File: src/rtl/heartbeat_pwm_if.sv
// rtl/heartbeat_pwm_if.sv - tick/enable inputs and LED/duty/debug outputs of heartbeat_pwm
`timescale 1ns/1ps
interface heartbeat_pwm_if #(
  parameter int PWM_BITS = 8
) ();
  logic                tick_in;
  logic                enable;
  logic                led_out;
  logic [PWM_BITS-1:0] duty_out;
  logic                beat_start;
  logic [2:0]          state_out;

  modport master (
    output tick_in, enable,
    input  led_out, duty_out, beat_start, state_out
  );

  modport slave (
    input  tick_in, enable,
    output led_out, duty_out, beat_start, state_out
  );
endinterface

File: src/rtl/heartbeat_pwm.sv
// rtl/heartbeat_pwm.sv - tick-driven heartbeat envelope rendered as a glitch-free LED PWM
`timescale 1ns/1ps
module heartbeat_pwm #(
  parameter int PWM_BITS   = 8,
  parameter int STEP       = 32,
  parameter int PEAK1      = 255,
  parameter int PEAK2      = 160,
  parameter int GAP_TICKS  = 6,
  parameter int REST_TICKS = 40
) (
  input  logic            clk,
  input  logic            rst_n,
  heartbeat_pwm_if.slave  hb
);

  typedef enum logic [2:0] {
    IDLE  = 3'd0,
    RISE1 = 3'd1,
    FALL1 = 3'd2,
    GAP   = 3'd3,
    RISE2 = 3'd4,
    FALL2 = 3'd5,
    REST  = 3'd6
  } state_t;

  localparam int CNT_MAX = (GAP_TICKS > REST_TICKS) ? GAP_TICKS : REST_TICKS;
  localparam int CNT_W   = $clog2(CNT_MAX + 1);

  // Ramp arithmetic runs one bit wider than the duty so overflow/underflow is visible.
  localparam logic [PWM_BITS:0]   STEP_W   = (PWM_BITS+1)'(STEP);
  localparam logic [PWM_BITS-1:0] PEAK1_W  = PWM_BITS'(PEAK1);
  localparam logic [PWM_BITS-1:0] PEAK2_W  = PWM_BITS'(PEAK2);
  localparam logic [CNT_W-1:0]    GAP_LAST = CNT_W'(GAP_TICKS - 1);
  localparam logic [CNT_W-1:0]    REST_LAST = CNT_W'(REST_TICKS - 1);

  state_t              state_q, state_d;
  logic                tick_d_q;
  logic [PWM_BITS-1:0] duty_reg_q, duty_reg_d;
  logic [PWM_BITS-1:0] duty_act_q, duty_act_d;
  logic [PWM_BITS-1:0] pwm_cnt_q, pwm_cnt_d;
  logic [CNT_W-1:0]    cnt_q, cnt_d;
  logic                led_q, led_d;
  logic                beat_start_q, beat_start_d;

  logic                tick_rise;
  logic [PWM_BITS:0]   sum;
  logic [PWM_BITS:0]   diff;
  logic [PWM_BITS-1:0] peak;

  // Envelope sequencer: advances one step per tick rising edge; enable low overrides everything.
  always_comb begin
    tick_rise    = hb.tick_in & ~tick_d_q;
    sum          = {1'b0, duty_reg_q} + STEP_W;
    diff         = {1'b0, duty_reg_q} - STEP_W;
    peak         = (state_q == RISE2) ? PEAK2_W : PEAK1_W;
    state_d      = state_q;
    duty_reg_d   = duty_reg_q;
    cnt_d        = cnt_q;
    beat_start_d = 1'b0;

    if (!hb.enable) begin
      state_d    = IDLE;
      duty_reg_d = '0;
      cnt_d      = '0;
    end else begin
      case (state_q)
        IDLE: begin
          state_d      = RISE1;
          duty_reg_d   = '0;
          cnt_d        = '0;
          beat_start_d = 1'b1;
        end
        RISE1, RISE2: begin
          if (tick_rise) begin
            if (sum >= {1'b0, peak}) begin
              duty_reg_d = peak;
              state_d    = (state_q == RISE1) ? FALL1 : FALL2;
            end else begin
              duty_reg_d = sum[PWM_BITS-1:0];
            end
          end
        end
        FALL1, FALL2: begin
          if (tick_rise) begin
            // A set top bit means the subtraction borrowed: clamp to zero.
            if (diff[PWM_BITS] || (diff == '0)) begin
              duty_reg_d = '0;
              cnt_d      = '0;
              state_d    = (state_q == FALL1) ? GAP : REST;
            end else begin
              duty_reg_d = diff[PWM_BITS-1:0];
            end
          end
        end
        GAP: begin
          if (tick_rise) begin
            if (cnt_q == GAP_LAST) begin
              cnt_d   = '0;
              state_d = RISE2;
            end else begin
              cnt_d = cnt_q + CNT_W'(1);
            end
          end
        end
        REST: begin
          if (tick_rise) begin
            if (cnt_q == REST_LAST) begin
              cnt_d        = '0;
              state_d      = RISE1;
              beat_start_d = 1'b1;
            end else begin
              cnt_d = cnt_q + CNT_W'(1);
            end
          end
        end
        default: begin
          state_d    = IDLE;
          duty_reg_d = '0;
          cnt_d      = '0;
        end
      endcase
    end
  end

  // PWM datapath: duty is latched only at the period boundary so a window never glitches.
  always_comb begin
    pwm_cnt_d  = pwm_cnt_q + PWM_BITS'(1);
    duty_act_d = duty_act_q;
    led_d      = 1'b0;
    if (!hb.enable) begin
      duty_act_d = '0;
    end else begin
      if (&pwm_cnt_q) begin
        duty_act_d = duty_reg_q;
      end
      led_d = (pwm_cnt_q < duty_act_q);
    end
  end

  // State and datapath registers, cleared asynchronously.
  always_ff @(posedge clk or negedge rst_n) begin
    if (!rst_n) begin
      state_q      <= IDLE;
      tick_d_q     <= 1'b0;
      duty_reg_q   <= '0;
      duty_act_q   <= '0;
      pwm_cnt_q    <= '0;
      cnt_q        <= '0;
      led_q        <= 1'b0;
      beat_start_q <= 1'b0;
    end else begin
      state_q      <= state_d;
      tick_d_q     <= hb.tick_in;
      duty_reg_q   <= duty_reg_d;
      duty_act_q   <= duty_act_d;
      pwm_cnt_q    <= pwm_cnt_d;
      cnt_q        <= cnt_d;
      led_q        <= led_d;
      beat_start_q <= beat_start_d;
    end
  end

  assign hb.led_out    = led_q;
  assign hb.duty_out   = duty_reg_q;
  assign hb.beat_start = beat_start_q;
  assign hb.state_out  = state_q;

endmodule
File: src/flat_wrapper.sv
// flat-port wrapper written by rule: the top's interface ports become plain ports
module heartbeat_pwm_flat 
#(
  parameter int PWM_BITS   = 8,
  parameter int STEP       = 32,
  parameter int PEAK1      = 255,
  parameter int PEAK2      = 160,
  parameter int GAP_TICKS  = 6,
  parameter int REST_TICKS = 40
)
  (clk, rst_n, hb_tick_in, hb_enable, hb_led_out, hb_duty_out, hb_beat_start, hb_state_out);
  heartbeat_pwm_if #(.PWM_BITS(PWM_BITS)) hb_i ();
  input  logic clk;
  input  logic rst_n;
  input wire logic [$bits(hb_i.tick_in)-1:0] hb_tick_in;
  input wire logic [$bits(hb_i.enable)-1:0] hb_enable;
  output wire logic [$bits(hb_i.led_out)-1:0] hb_led_out;
  output wire logic [$bits(hb_i.duty_out)-1:0] hb_duty_out;
  output wire logic [$bits(hb_i.beat_start)-1:0] hb_beat_start;
  output wire logic [$bits(hb_i.state_out)-1:0] hb_state_out;
  assign hb_i.tick_in = hb_tick_in;
  assign hb_i.enable = hb_enable;
  assign hb_led_out = hb_i.led_out;
  assign hb_duty_out = hb_i.duty_out;
  assign hb_beat_start = hb_i.beat_start;
  assign hb_state_out = hb_i.state_out;
  heartbeat_pwm #(.PWM_BITS(PWM_BITS), .STEP(STEP), .PEAK1(PEAK1), .PEAK2(PEAK2), .GAP_TICKS(GAP_TICKS), .REST_TICKS(REST_TICKS)) u_core (.clk(clk), .rst_n(rst_n), .hb(hb_i));
endmodule
File: config.mk
export PLATFORM = sky130hd
export DESIGN_NAME = heartbeat_pwm_flat
export DESIGN_NICKNAME = d
export VERILOG_FILES = /design/src/rtl/heartbeat_pwm_if.sv /design/src/rtl/heartbeat_pwm.sv /design/src/flat_wrapper.sv
export SDC_FILE = /design/constraint.sdc
export NUM_CORES = 1
export LEC_CHECK = 0
export CAP_MARGIN = 20
export CORE_UTILIZATION = 62
export CTS_CLUSTER_SIZE = 14
export DETAILED_ROUTE_END_ITERATION = 6
export PLACE_DENSITY = 0.82
export SYNTH_ARGS = -nofsm -noshare
export SYNTH_HDL_FRONTEND = slang
export SYNTH_SLANG_ARGS = --single-unit
File: constraint.sdc
create_clock -name clk -period 5.3 [get_ports clk]
set_input_delay 1.325 -clock clk [delete_from_list [all_inputs] [get_ports clk]]
set_output_delay 1.325 -clock clk [all_outputs]
set_load 0.01 [all_outputs]
# Word-level counts from Yosys, hierarchy flattened
# Index checks and enable logic that the tools add are counted.
# classes
muxes	34
n_reduce_logical	10
n_bitwise	2
n_addsub	4
order_cmp	2
eq_ne	19
# ops
operator	count
two-way mux 8 bit	7
two-way mux 6 bit	7
two-way mux 3 bit	11
inequality test 3 x 2 -> 1 bit (second input constant)	8
case mux 6 bit (4 select lines)	1
case mux 8 bit (3 select lines)	1
AND reduction 8 bit	2
case mux 3 bit (5 select lines)	1
adder 8 x 6 -> 9 bit (second input constant)	1
== test 3 bit (second input constant)	3
greater-or-equal comparator 9 x 8 -> 1 bit	1
zero test 9 bit	1
subtractor 8 x 6 -> 9 bit (second input constant)	1
adder 8 x 1 -> 8 bit (second input constant)	1
< comparator 8 bit	1
two-way mux 7 bit	1
adder 6 x 1 -> 6 bit (second input constant)	1
== test 3 x 2 -> 1 bit (second input constant)	2
== test 6 x 3 -> 1 bit (second input constant)	1
== test 6 bit (second input constant)	1
OR reduction 2 bit	3
AND reduction 5 bit	1
two-way mux 1 bit	4
inequality test 2 bit (second input constant)	2
8 further kinds	8
# word_totals
in_bits	4
register_bits	36
wordCells	79
output_inout_bits	13

# Depth between registers and ports, before layout
# Gate-level depths: netlist (run 1).
# depth
word_depth	7
ltp_mapped	9

# Least setup slack after synthesis (run 1)
# Ideal clock, no wire load.
# synth_path
path_kind	input to register
start	in hb_enable
end	reg u_core.duty_reg_q[3] (netlist: u_core.hb.duty_out[3])
setup_slack_ps	2833
path_stages	5
t_arrival_ps	2346
t_required_ps	5178
setup_time_ps	122
path_cell_list	clkbuf_1 nand2_1 nor3_1 a21oi_1 a32o_1
# synth_between
elab_chain_len	2
# synth_rtl
item	line	text
start: declaration	flat_wrapper.sv:16	input wire logic [$bits(hb_i.enable)-1:0] hb_enable;
inequality test 3 x 2 -> 1 bit (no source line) or inequality test 2 bit (tied branches)	--	
AND reduction 3 bit (no source line)	--	
end signal: assignment	heartbeat_pwm.sv:154	duty_reg_q <= duty_reg_d;
end: declaration	heartbeat_pwm.sv:38	logic [PWM_BITS-1:0] duty_reg_q, duty_reg_d;
# Parallel ways exist; a longest one is shown, timed or not.
# A chain may end at the register's enable or synchronous reset.

# Worst setup path in the final report (run 1)
# layout_path
start	reg u_core.state_q[1] (netlist: u_core.hb.state_out[1])
end	out hb_state_out[1]
# layout_lines
item	line	text
start: declaration	heartbeat_pwm.sv:36	state_t state_q, state_d;
start signal: assignment	heartbeat_pwm.sv:152	state_q <= state_d;
end: declaration	flat_wrapper.sv:20	output wire logic [$bits(hb_i.state_out)-1:0] hb_state_out;
# No word-level cell between the ends.

==> results of run 1 <==
==> flip-flops by register name, summed over array words and instances, names as in the netlist <==
signal and cells:
u_core.hb.state_out 3, u_core.duty_act_q 4, u_core.hb.beat_start 1, u_core.hb.duty_out 4, u_core.pwm_cnt_q 8, u_core.hb.led_out 1, u_core.tick_d_q 1, u_core.cnt_q 6
==> cell families after synthesis <==
| kind of cell | synth area share, % |
|---|---|
| adders and majority gates | 9.168 |
| AOI/OAI and AO/OA | 22.79 |
| DFF | 36.67 |
| and+or+nand+nor | 18.14 |
| xor gates and xnor gates | 3.209 |
| buffers and inverters | 6.287 |
| muxes | 3.733 |
==> cell type report <==
type	instances	share of cell area, %
clock buffers	3	1.073
clock inverters	1	1.431
inverters	13	2.326
multi-input cells	150	51.94
flip-flops and latches	28	33.39
well taps	31	1.849
repair buffers	17	7.990
==> per-layer routing <==
layer  GRT usage [%]  share of wire [%]
met5               0                  0
met4           15.68                2.7
met3           3.401                5.2
met2           46.01                 49
met1           32.50                 43
==> where the power goes <==
part	total, mW	internal (mW)	switching [mW]
clock	0.142	0.0765	0.0650
combinational	0.336	0.151	0.184
sequential	0.291	0.233	0.0581
==> worst paths after layout <==
check,start,slack [ns],end
setup / recovery,u_core.hb.state_out[1],2.24,hb_state_out[1]
hold / removal,u_core.pwm_cnt_q[0],0.51,u_core.pwm_cnt_q[0]
setup reg to reg,u_core.hb.state_out[0],2.84,u_core.hb.duty_out[6]
hold reg to reg,u_core.pwm_cnt_q[0],0.51,u_core.pwm_cnt_q[0]
max in group asynchronous,rst_n,3.69,u_core.cnt_q[2]
min in group asynchronous,rst_n,1.35,u_core.cnt_q[3]
==> layout by cell type (no fill, tap or decap), drive strengths merged, types with 2 or more instances in the layout <==
| cell | count |
|---|---|
| and3 | 3 |
| nand2 | 6 |
| a31oi | 8 |
| nor4b | 2 |
| dfrtp | 28 |
| a21o | 6 |
| nand2b | 5 |
| or2 | 2 |
| clkdlybuf4s50 | 16 |
| a21oi | 13 |
| nor3 | 5 |
| nor2 | 23 |
| inv | 13 |
| o21bai | 2 |
| o211ai | 4 |
| ha | 14 |
| xor2 | 3 |
| a22o | 3 |
| nand3 | 9 |
| clkbuf | 3 |
| mux2i | 6 |
| nor2b | 3 |
| o31ai | 2 |
| xnor2 | 4 |
| a211o | 3 |
| o21ai | 4 |
| a32o | 2 |
==> metrics by stage <==
stage / instance area, µm² / worst slack [ns]
after floorplan: 1911 / 2.833
after global placement: 2046 / 2.115
after detailed placement: 2046 / 1.982
after CTS: 2098 / 2.248
after global routing: 2098 / 2.164
final: 2098 / 2.242
==> results, run 1 <==
- The flow ran to the end, but the final reports show violations.
- The mean routed wirelength per cell is 16.41 µm.
- In the synthesized netlist, the cells that appear most often are sky130_fd_sc_hd__dfrtp_1, sky130_fd_sc_hd__nor2_1, sky130_fd_sc_hd__ha_1, sky130_fd_sc_hd__inv_1, sky130_fd_sc_hd__a21oi_1.
- The initialized floorplan defines 19 standard-cell rows.
- Data on the critical path is required at its endpoint by 3.97 ns.
- Headroom to the max-slew limit came out at 61.04%.
- The y dimension of the die is 57.51 µm.
- The signal on the critical path passes through clkdlybuf4s50_1.
- The number of buffers inserted by hold repair at cts is 0.
- The number of placed instances, taps included, is 239.
- The flop and latch count out of synthesis is 28.
- The largest individual stage delay along the critical path comes from the cell sky130_fd_sc_hd__dfrtp_1.
- The final critical delay including setup and external delays is 3.058 ns.
- The total of fill cells in the finished design is 198.
- After synthesis, the share of flip-flops with an asynchronous set or reset is 100.0%.
- In this run the mean area of a mapped cell was 9.366 µm².
- Routability-driven placement finished with a final weighted congestion of 0.8692.
- The first routing iteration left 69 violations.
- The largest single stage delay on the critical path is 0.75 ns.
- The count of buffers from port buffering is 16.
- The number of design rule violations left after detail routing is 2.
- Setup violations remaining at the end of the flow were counted as 0.
- The storage element area is 700.7 µm².
- The number of sinks driven by the clock tree is 28.
- Based on the critical path, the design can be clocked at up to 327.1 MHz.
- Among all flip-flop cells after synthesis, the most frequent one is sky130_fd_sc_hd__dfrtp_1.
- VDD sags by at most 0.3529 mV.
- The power per cell area is 366.2 nW/µm².
- The number of inserted diodes is 0.
- The later pin in the worst-skew pair is clocked with a latency of 0.33 ns.
- The clock tree from TritonCTS is yes.
- The number of clock buffers inserted by TritonCTS is 3.
- Summed over all cells, the static leakage comes to 0.9260 nW.
- The detailed placer's ending HPWL is 2.977 mm.
- The number of maximum-capacitance constraint violations is 0.
- The vias per cell is 6.568.
- From synthesis to final layout, the design area changed by 9.823%.
- In this run the number of H-tree levels came out at 1.
- The cell sitting at the root of the clock tree is a sky130_fd_sc_hd__clkbuf_4.
- The net total in the final layout is 231.
- The checks that failed: design-rule violations.
- The initial core utilization is 67.54%.
- The die covers 3307 µm².
- In this run, synthesis inferred 0 flip-flops with an integrated enable.
- The data arrival time at the worst-slack endpoint is 1.73 ns.
- The initial antenna violation count is 0.
- The overall routing resource usage is 26.93%.
- The share of the Yosys chip area taken by registers is 36.67%.
- Sorting the synthesized cells by area gives the leading types as sky130_fd_sc_hd__dfrtp_1, sky130_fd_sc_hd__ha_1, sky130_fd_sc_hd__nor2_1, sky130_fd_sc_hd__mux2i_1, sky130_fd_sc_hd__a21oi_1.
- Along the worst hold path, the cell count comes to 1.
- Final hold analysis gives a worst-case slack of 0.5107 ns.
- The number of nets handed over by synthesis was 222.
- Entering global routing, the biggest net connects 29 pins.
- In this run the cell area of the synthesized design comes to 1911 µm².
- The combined buffer and inverter count along the critical path is 1.
- By instance count, the leading cell after synthesis is sky130_fd_sc_hd__dfrtp_1.
- The share of layout cells above drive strength 1 is 7.547%.
- The hold violation total from the final report came to 0.
- The first detailed-routing pass took 7 iterations.
- Clock-pin slew was measured on the worst setup and hold paths at 0.15 ns.
- Pin placement for this block handled 17 I/O pins.
- The logic depth of the worst setup path including buffers is 1.
- The worst setup path is launched from a flip-flop.
- The routed via count is 1,596.
- STA classifies the critical path endpoint as an output pin.
- The worst-case clock skew is 0.004858 ns.
- For this run, the number of Yosys warnings is 0.
- The area of the multi-input gates is 1090 µm².
- The kind of critical path is reg2out.
- Gates resized during post-CTS repair numbered 0.
- The number of global-route vias before repair came to 1,572.
- The area fraction of the dominant cell type after synthesis is 36.67%.
- The worst-path maximum fanout is 20.
- The final non-filler cell total is 243.
- The count of final max-slew check failures is 0.
- The final total negative setup slack is 0 ns.
- The count of distinct cell types in the synthesized netlist is 54.
- After clock tree synthesis, the setup repair step added 0 buffers.
- The path type of the worst min-delay path is reg2reg.
- The synthesized design spends more area on one cell type than any other, namely sky130_fd_sc_hd__dfrtp_1.
- Counting along the longest clock path gives a buffer depth of 2.
- The total area inside the core boundary comes to 2829 µm².
- The worst-margin pin slew is 0.5843 ns.
- The wire length reported by the detailed router is 3.988 mm.
- The gate family responsible for the most delay along the worst path is flip-flops.
- After layout, the design draws a total of 0.7684 mW.
- The die is 57.51 µm wide.
- The total overflow left after global routing is 0.
- Setup repair after global routing left no endpoint under its margin.
- The first global-routing pass estimated 6.803 mm of wire.
- The count of mapped cells out of synthesis is 204.
- The number of nets with antenna violations after detailed routing is 0.
- The worst reg2reg path depth is 8.
- The utilization after layout is 74.17%.
- Of the available clock period, the critical path in the final layout requires 57.69%.
Power figures use the tool's default switching activity.
==> inputs of run 2 (changes only) <==
Settings changed: CORE_UTILIZATION 62 to 57, PLACE_DENSITY 0.82 to 0.76.
Clock period 5.3 ns to 3 ns, I/O delays scaled along.
==> run 2 against run 1 <==
Net effect:
- the run now ends clean
- die area up 8.5%
- non-clock buffer count up 3
- worst hold slack worse by 0.0045 ns
- core utilization shrank 5.9 points
- wire length fell by 6.0%
- largest cell class unchanged
- highest routed layer unchanged
==> results, run 2 (same netlist as run 1, synthesis figures left out) <==
- The later-pin clock latency in the skew report is 0.32 ns.
- The worst hold path begins at u_core.pwm_cnt_q[0].
- After routing the design area is 2137 µm².
- For this run the aggregate overflow at the end of global routing stands at 0.
- The register with the most flip-flops is u_core.pwm_cnt_q.
- The wire length reported by the detailed router is 3.749 mm.
- The mean routed wirelength per cell is 14.47 µm.
- The final total negative setup slack is 0 ns.
- Buffers inserted during clock tree synthesis total 3.
- The area of the die is 3587 µm².
- Counting I/O delays and the setup requirement, the final critical path takes 2.401 ns.
- The initial antenna violation count is 0.
- The worst reg2reg path depth is 8.
- In this run the count of I/O pins placed on the die edge is 17.
- The internal power of the cells totals 0.8320 mW.
- Measured against its own limit, the worst slew margin works out to 64.88%.
- The initial core utilization is 61.08%.
- The switching power as a share of total power is 39.26%.
- After detailed routing, the number of remaining DRC violations is 0.
- The cell leakage power is 0.9411 nW.
- The overall routing resource usage is 23.92%.
- The buffer count from post-CTS setup fixing is 0.
- TritonCTS built the clock tree.
- Dividing total power by cell area gives a power density of 641.0 nW/µm².
- The library cells used most frequently in the layout, excluding fill and tap cells, are sky130_fd_sc_hd__dfrtp_1, sky130_fd_sc_hd__nor2_1, sky130_fd_sc_hd__clkdlybuf4s50_1.
- The final setup violation count is 0.
- Gates resized during post-CTS repair numbered 0.
- Sequential cells burn 33.8% of the power.
- In this run the register-to-register setup slack is 0.60 ns.
- The relative area change from synthesis to final layout is 11.85%.
- The share of layout cells above drive strength 1 is 8.837%.
- The count of buffers from port buffering is 16.
- The number of global-route vias before repair is 1,471.
- Routability-driven placement finished with a final weighted congestion of 0.9618.
- Data on the critical path is required at its endpoint by 3.23 ns.
- The achievable frequency is 416.5 MHz.
- After floorplanning, the core was sized to cover 3128 µm².
- The cell sitting at the root of the clock tree is a sky130_fd_sc_hd__clkbuf_4.
- The worst register-to-register path begins at u_core.hb.state_out[2].
- The path type of the worst min-delay path is reg2reg.
- The worst hold path stage count is 1.
- The number of buffers inserted by hold repair at cts is 0.
- For hold timing, the worst endpoint is u_core.pwm_cnt_q[0].
- The placement row count is 20.
- The worst-case clock skew is 0.002407 ns.
- CTS built an H-tree with a depth of 1.
- In the final design database the tool counted 234 nets.
- Of all nets on the critical path, the largest fanout is 14.
- The first-pass GRT wire length is 6.506 mm.
- The first-pass iteration count of the detailed router is 4.
- The clock network is responsible for 18.1% of the overall power.
- The hold violation total from the final report is 0.
- The final critical path takes up 80.03% of the cycle.
- Setup repair after global routing left no endpoint under its margin.
- The flow ran to the end, and the final reports show no timing, DRC or antenna violations.
- At the pin with the least slew margin, the transition time is 0.5228 ns.
- The register with the most flip-flops in the layout has 8 of them.
- After clock tree synthesis, the clock-pin slew on the worst setup and hold paths is 0.15 ns.
- The largest registers in the layout are u_core.pwm_cnt_q (8), u_core.cnt_q (6).
- The capture instance of the worst register-to-register path is u_core.hb.duty_out[6].
- By startpoint and endpoint, the worst setup path is classified as reg2reg.
- Detailed routing inserted a total of 1,590 vias.
- The leading cell type in the layout, fill and taps excluded is sky130_fd_sc_hd__dfrtp_1.
- The pin count of the biggest net entering global routing is 29.
- In this run the power spent charging and discharging nets is 0.5378 mW.
- The endpoint kind of the worst setup timing path is a flip-flop.
- In this run the cell area measured after placement is 2085 µm².
- The combinational share of power is 48.1%.
- The detail route stage leaves a number of antenna-violating nets equal to 0.
- The vias per cell is 6.139.
- IR analysis of the VDD net gives a maximum drop of 0.3896 mV.
- The die extent in x is 59.90 µm.
- The data arrival time at the worst-slack endpoint is 2.63 ns.
- The first routing iteration left 82 violations.
- The minimum hold slack is 0.5062 ns.
- Max-cap violations in this run came to 0.
- The die is 59.90 µm tall.
- The number of inserted diodes is 0.
- Counting every sink on the clock net gives 28.
- The detailed placer's ending HPWL is 2.798 mm.
- The number of buffers on the longest clock path is 2.
- The worst setup path is launched from a flip-flop.
- The count of final max-slew check failures is 0.
==> run 2: worst max-delay path by stage <==
stage / from / to / slack [ns] / cells past startpoint
after floorplan: u_core.hb.duty_out[5] / u_core.hb.duty_out[3] / 0.85 / 9
after global placement: hb_enable / u_core.cnt_q[4] / 0.43 / 6
after detailed placement: hb_enable / u_core.cnt_q[4] / 0.33 / 6
after CTS: u_core.hb.state_out[2] / u_core.hb.duty_out[6] / 0.63 / 8
after global routing: u_core.hb.state_out[2] / u_core.hb.duty_out[6] / 0.46 / 8
final: u_core.hb.state_out[2] / u_core.hb.duty_out[6] / 0.60 / 8
==> run 2: layout make-up <==
| type | instances | area (µm²) |
|---|---|---|
| Sequential cell | 28 | 700.7 |
| Tap cell | 44 | 55.05 |
| Multi-Input combinational cell | 150 | 1090 |
| Clock inverter | 1 | 30.03 |
| Clock buffer | 3 | 22.52 |
| Fill cell | 269 | 991.0 |
| Timing Repair Buffer | 20 | 190.2 |
| Inverter | 13 | 48.80 |
==> run 2: metal layers <==
layer / GRT usage [%] / vias to the layer above / part of all wire, %
met5: 0 / - / 0
met4: 7.641 / 0 / 0.67
met3: 3.030 / 4 / 4.3
met2: 39.21 / 45 / 48
met1: 32.78 / 776 / 47
li1: - / 765 / -
==> run 2: metrics by stage <==
step | total power [mW] | cells | setup slack [ns] | utilization [%]
CTS | 1.376 | 259 | 0.6272 | 68.32
detailed placement | 1.120 | 255 | 0.3276 | 66.64
global route | 1.467 | 259 | 0.4616 | 68.32
finish | 1.370 | 259 | 0.5990 | 68.32
global placement | 1.096 | 255 | 0.4338 | 66.64
floorplan | 0.9383 | 204 | 0.8487 | -
==> run 2: worst max-delay path, stage by stage (launching register included) <==
cell and delay (ns):
sky130_fd_sc_hd__dfrtp_1 0.63, sky130_fd_sc_hd__nand2b_1 0.20, sky130_fd_sc_hd__nor2_1 0.25, sky130_fd_sc_hd__ha_1 0.28, sky130_fd_sc_hd__nor2_1 0.12, sky130_fd_sc_hd__o21ai_1 0.14
sky130_fd_sc_hd__and2_1 0.23, sky130_fd_sc_hd__o211a_1 0.21, sky130_fd_sc_hd__o221a_2 0.24
==> run 2: power by group through the flow <==
stage / registers (mW) / clock network (mW) / logic [mW]
after global placement: 0.468 / 0 / 0.628
after global routing: 0.470 / 0.273 / 0.724
after detailed placement: 0.471 / 0 / 0.649
final: 0.464 / 0.248 / 0.658
after CTS: 0.464 / 0.257 / 0.655
after floorplan: 0.466 / 0 / 0.472
